$ cat src/rtl/divider32.sv
// Unsigned 32-bit restoring divider, one quotient bit per clock, driven by a start/done/clear handshake.
// Latency: 32 EXEC cycles after the start edge; the result is held in DONE until op_start or op_clear.
module divider32 (
  input  logic        clk,
  input  logic        reset_n,
  input  logic        op_start,
  input  logic        op_clear,
  input  logic [31:0] dividend,
  input  logic [31:0] divisor,
  output logic [31:0] quotient,
  output logic [31:0] remainder,
  output logic        busy,
  output logic        op_done,
  output logic        div_by_zero
);

  typedef enum logic [1:0] {
    S_IDLE = 2'd0,
    S_EXEC = 2'd1,
    S_DONE = 2'd2
  } state_t;

  state_t      state_q, state_d;
  logic [31:0] q_q, q_d;
  logic [32:0] r_q, r_d;
  logic [31:0] d_q, d_d;
  logic [4:0]  cnt_q, cnt_d;
  logic        dbz_q, dbz_d;

  logic [32:0] trial;
  logic [33:0] sum;
  logic        no_borrow;
  logic        accept;
  logic        r_msb_unused;

  // The partial remainder never exceeds 32 significant bits once a step completes.
  assign r_msb_unused = r_q[32];

  assign accept = op_start && !op_clear && (state_q != S_EXEC);

  // Trial subtraction as T + ~{0,D} + 1; the carry out of bit 32 means no borrow.
  always_comb begin
    trial     = {r_q[31:0], q_q[31]};
    sum       = {1'b0, trial} + {1'b0, 1'b1, ~d_q} + 34'd1;
    no_borrow = sum[33];
  end

  always_ff @(posedge clk) begin
    if (!reset_n) begin
      state_q <= S_IDLE;
      q_q     <= '0;
      r_q     <= '0;
      d_q     <= '0;
      cnt_q   <= '0;
      dbz_q   <= 1'b0;
    end else begin
      state_q <= state_d;
      q_q     <= q_d;
      r_q     <= r_d;
      d_q     <= d_d;
      cnt_q   <= cnt_d;
      dbz_q   <= dbz_d;
    end
  end

  always_comb begin
    state_d = state_q;
    if (op_clear) begin
      state_d = S_IDLE;
    end else begin
      case (state_q)
        S_IDLE:  if (op_start) state_d = S_EXEC;
        S_EXEC:  if (cnt_q == 5'd31) state_d = S_DONE;
        S_DONE:  if (op_start) state_d = S_EXEC;
        default: state_d = S_IDLE;
      endcase
    end
  end

  always_comb begin
    q_d   = q_q;
    r_d   = r_q;
    d_d   = d_q;
    cnt_d = cnt_q;
    dbz_d = dbz_q;
    if (op_clear) begin
      q_d   = '0;
      r_d   = '0;
      d_d   = '0;
      cnt_d = '0;
      dbz_d = 1'b0;
    end else if (accept) begin
      q_d   = dividend;
      r_d   = '0;
      d_d   = divisor;
      cnt_d = '0;
      dbz_d = (divisor == 32'd0);
    end else if (state_q == S_EXEC) begin
      if (no_borrow) begin
        r_d = sum[32:0];
        q_d = {q_q[30:0], 1'b1};
      end else begin
        r_d = trial;
        q_d = {q_q[30:0], 1'b0};
      end
      cnt_d = cnt_q + 5'd1;
    end
  end

  always_comb begin
    busy        = (state_q == S_EXEC);
    op_done     = (state_q == S_DONE);
    div_by_zero = (state_q == S_DONE) && dbz_q;
    quotient    = q_q;
    remainder   = r_q[31:0];
  end

endmodule

$ cat config.mk
export PLATFORM = sky130hd
export DESIGN_NAME = divider32
export DESIGN_NICKNAME = d
export VERILOG_FILES = /design/src/rtl/divider32.sv
export SDC_FILE = /design/constraint.sdc
export NUM_CORES = 1
export LEC_CHECK = 0
export CORE_MARGIN = 2
export CORE_UTILIZATION = 56
export DETAILED_ROUTE_END_ITERATION = 10
export MAX_ROUTING_LAYER = met4
export PLACE_DENSITY = 0.87
export SLEW_MARGIN = 20
export SYNTH_ARGS = -nofsm -noshare
export SYNTH_HDL_FRONTEND = slang
export SYNTH_SLANG_ARGS = --single-unit
$ cat constraint.sdc
create_clock -name clk -period 5.42 [get_ports clk]
set_input_delay 1.084 -clock clk [delete_from_list [all_inputs] [get_ports clk]]
set_output_delay 1.084 -clock clk [all_outputs]
set_load 0.1 [all_outputs]
==> results.sh <==
export IMPL_status="finished clean"
export IMPL_path_clk_slew_ns=0.12
export IMPL_critPathBufInv=3
export IMPL_relSlewSlack=0.310
export IMPL_die_x_um=110
export IMPL_grt_ovfl_total=0
export IMPL_cap_violations=0
export IMPL_hold_viol_final=0
export IMPL_tns_ns=0
export IMPL_min_path_type="flip-flop to flip-flop"
export IMPL_finalMaxSlewViolations=0
export IMPL_antenna_cells=0
export IMPL_initial_core_util=0.574
export IMPL_rows=38
export IMPL_htreeDepth=3
export IMPL_antenna_left=0
export IMPL_cts_sinks=104
export IMPL_wire_per_inst_um=16.6
export IMPL_final_nets=998
export IMPL_path_cells="nand2b_2, clkinv_1, buf_4, clkdlybuf4s50_1"
export IMPL_crit_family="buffers and inverters"
export IMPL_synthFlopType="dfxtp_1"
export IMPL_syn_inst=787
export IMPL_drc=0
export IMPL_routed_via_density=5.80
export IMPL_slowest_stage="clkdlybuf4s50_1"
export IMPL_cts_tree="yes"
export IMPL_power_leakage_nw=3.06
export IMPL_rsz0062_at_grt="false"
export IMPL_drt_iter0_drc=348
export IMPL_dp_hpwl_um=12500
export IMPL_core_area_mm2=0.0109
export IMPL_multi_input_area_mm2=0.00380
export IMPL_worstPathRequired_ns=4.34
export IMPL_yosys_top_cells_area="dfxtp_1 33%, mux2i_1 8.2%, a21oi_1 7.0%"
export IMPL_cts_resized=0
export IMPL_endpoint_kind="primary output"
export IMPL_yosysSeqAreaShare=0.333
export IMPL_grt_max_degree=78
export IMPL_antenna_found_initial=0
export IMPL_synth_top_area_frac=0.333
export IMPL_holdBufCountCts=0
export IMPL_die_y_um=110
export IMPL_power_density_mw_per_mm2=254
export IMPL_yosys_area_top_type="dfxtp_1"
export IMPL_gp_congestion=1.03
export IMPL_min_period_over_period=0.704
export IMPL_seqCellArea_mm2=0.00208
export IMPL_fp_dieArea_mm2=0.0120
export IMPL_max_stage_delay_ns=1.25
export IMPL_finalClockSkew_ns=0.0209
export IMPL_crit_fanout=62
export IMPL_drt_wl_total_um=17200
export IMPL_first_pass_iters=5
export IMPL_synthesis_nets=890
export IMPL_cts_made_buffers=9
export IMPL_arrival_ns=2.73
export IMPL_via_count=6032
export IMPL_io_pin_count=135
export IMPL_drive_gt1_frac=0.0544
export IMPL_synth_warning_count=0
export IMPL_area_growth_pct=25.1
export IMPL_ir_drop_mv=0.245
export IMPL_ys_async_sr_fraction=0
export IMPL_synth_edf_count=0
export IMPL_synth_avg_cell_area_um2=7.95
export IMPL_numPortBuffers=134
export IMPL_fill_cells=854
export IMPL_ys_types=66
export IMPL_cts_buffer_depth=2
export IMPL_worstMarginPinSlew_ns=1.03
export IMPL_syn_area_mm2=0.00625
export IMPL_ctsRootBufferMaster="clkbuf_8"
export IMPL_p_total_mw=1.99
export IMPL_grt_pass1_wl_um=27700
export IMPL_worstSetupPathType="flip-flop to primary output"
export IMPL_start_kind="flip-flop"
export IMPL_grt_usage=0.303
export IMPL_timing_final_crit_period_ns=3.81
export IMPL_clkLatencyLatePin_ns=0.41
export IMPL_grt_pass1_vias=5918
export IMPL_ys_ff_latch=104
export IMPL_clock_fmax_ghz=0.262
export IMPL_finalSetupViolCount=0
export IMPL_postCtsSetupBuffers=0
==> cell families (layout without fill, tap and decap cells) <==
kind of cell	Yosys count	after routing	share of synthesized area
AND/OR/NAND/NOR	248	248	0.176
AO/OA/AOI/OAI	234	234	0.239
flip-flops	104	104	0.333
buffers and inverters	89	202	0.0626
multiplexers	51	51	0.0816
adder cells (fa/ha/maj)	35	35	0.0712
XOR/XNOR	26	26	0.0364
==> Yosys cell counts (3+ instances only) <==
library cell	n
o21ai_0	38
nand2b_1	4
clkbuf_1	33
nor4_1	9
a211oi_1	35
o31ai_2	3
a31oi_1	5
nand3_1	15
mux2i_1	51
buf_6	4
xnor2_1	15
a21o_1	15
inv_1	43
buf_2	3
nor2b_1	3
a21oi_2	3
nor2_1	73
dfxtp_1	104
ha_1	34
xor2_1	11
nor3_1	11
o31ai_1	3
and2_1	4
o21ai_1	12
and3_1	3
a21oi_1	88
nand4_1	9
nand2_1	104
==> final timing paths <==
kind | start | endpoint | slack (ns) | cells past startpoint
max | state_q[1]$_SDFFE_PP0P_ | busy | 1.61 | 4
min | d_q[24]$_SDFFE_PP0P_ | d_q[24]$_SDFFE_PP0P_ | 0.46 | 2
max reg2reg | r_q[12]$_SDFFE_PP0P_ | r_q[7]$_SDFFE_PP0P_ | 2.05 | 10
min reg2reg | d_q[24]$_SDFFE_PP0P_ | d_q[24]$_SDFFE_PP0P_ | 0.46 | 2
==> flip-flops by register name, summed over array words and instances (netlist names) <==
signal	count
cnt_q	5
r_q	32
d_q	32
state_q	2
quotient	32
dbz_q	1
==> per-layer routing <==
metal / up-vias / part of all wire / track usage
li1: 2990 / - / -
met1: 2787 / 0.43 / 0.370
met2: 212 / 0.47 / 0.482
met3: 43 / 0.070 / 0.0735
met4: 0 / 0.028 / 0.121
met5: - / 0 / -
==> stage by stage <==
| step | util | hold WS [ns] | worst slack, ns | area, µm² | std cells |
|---|---|---|---|---|---|
| 2_1_floorplan | - | 0.436 | 1.71 | 6250 | 787 |
| 3_3_place_gp | 0.701 | 0.445 | 2.04 | 7630 | 1024 |
| 3_5_place_dp | 0.701 | 0.448 | 2.01 | 7630 | 1024 |
| 4_1_cts | 0.718 | 0.462 | 1.64 | 7820 | 1040 |
| 5_1_grt | 0.718 | 0.483 | 1.51 | 7820 | 1040 |
| 6_report | 0.718 | 0.461 | 1.61 | 7820 | 1040 |
==> report_power, final <==
part / total, mW / switching, mW / internal, mW
sequential: 0.801 / 0.0167 / 0.784
clock: 0.499 / 0.309 / 0.190
combinational: 0.687 / 0.419 / 0.267
==> cells in the final DEF (no fill, tap or decap), types with 3 or more instances in the layout <==
master,Yosys,routed
nor4_1,9,9
a211oi_1,35,35
buf_4,1,8
a21o_1,15,15
mux2i_1,51,51
nor2_1,73,72
o21ai_0,38,38
nand2_1,104,104
o31ai_1,3,3
o21ai_1,12,12
dfxtp_1,104,104
clkbuf_8,0,10
clkdlybuf4s50_1,0,134
a21oi_1,88,88
nor3_1,11,10
xnor2_1,15,15
nand3_1,15,15
and2_1,4,4
nor2b_1,3,3
inv_1,43,43
xor2_1,11,11
nand4_1,9,9
a31oi_1,5,5
ha_1,34,34
o31ai_2,3,3
and3_1,3,3
a21oi_2,3,3
==> worst reg2reg max path: cells and delay by family (launching register included) <==
family | cells | cell delay, ns
adder cells (fa/ha/maj) | 1 | 0.38
AND/OR/NAND/NOR | 4 | 0.91
multiplexers | 1 | 0.25
buffers and inverters | 1 | 0.44
flip-flops | 1 | 0.36
AO/OA/AOI/OAI | 3 | 0.89
==> area by class of cell <==
class	instances	area share
tap	140	0.0224
clock inverter	6	0.00720
clock buffer	10	0.0176
timing repair buffer	142	0.179
sequential	104	0.266
inverter	44	0.0211
multi-input combinational	594	0.486
No activity file was read; power rests on OpenSTA's default activity.
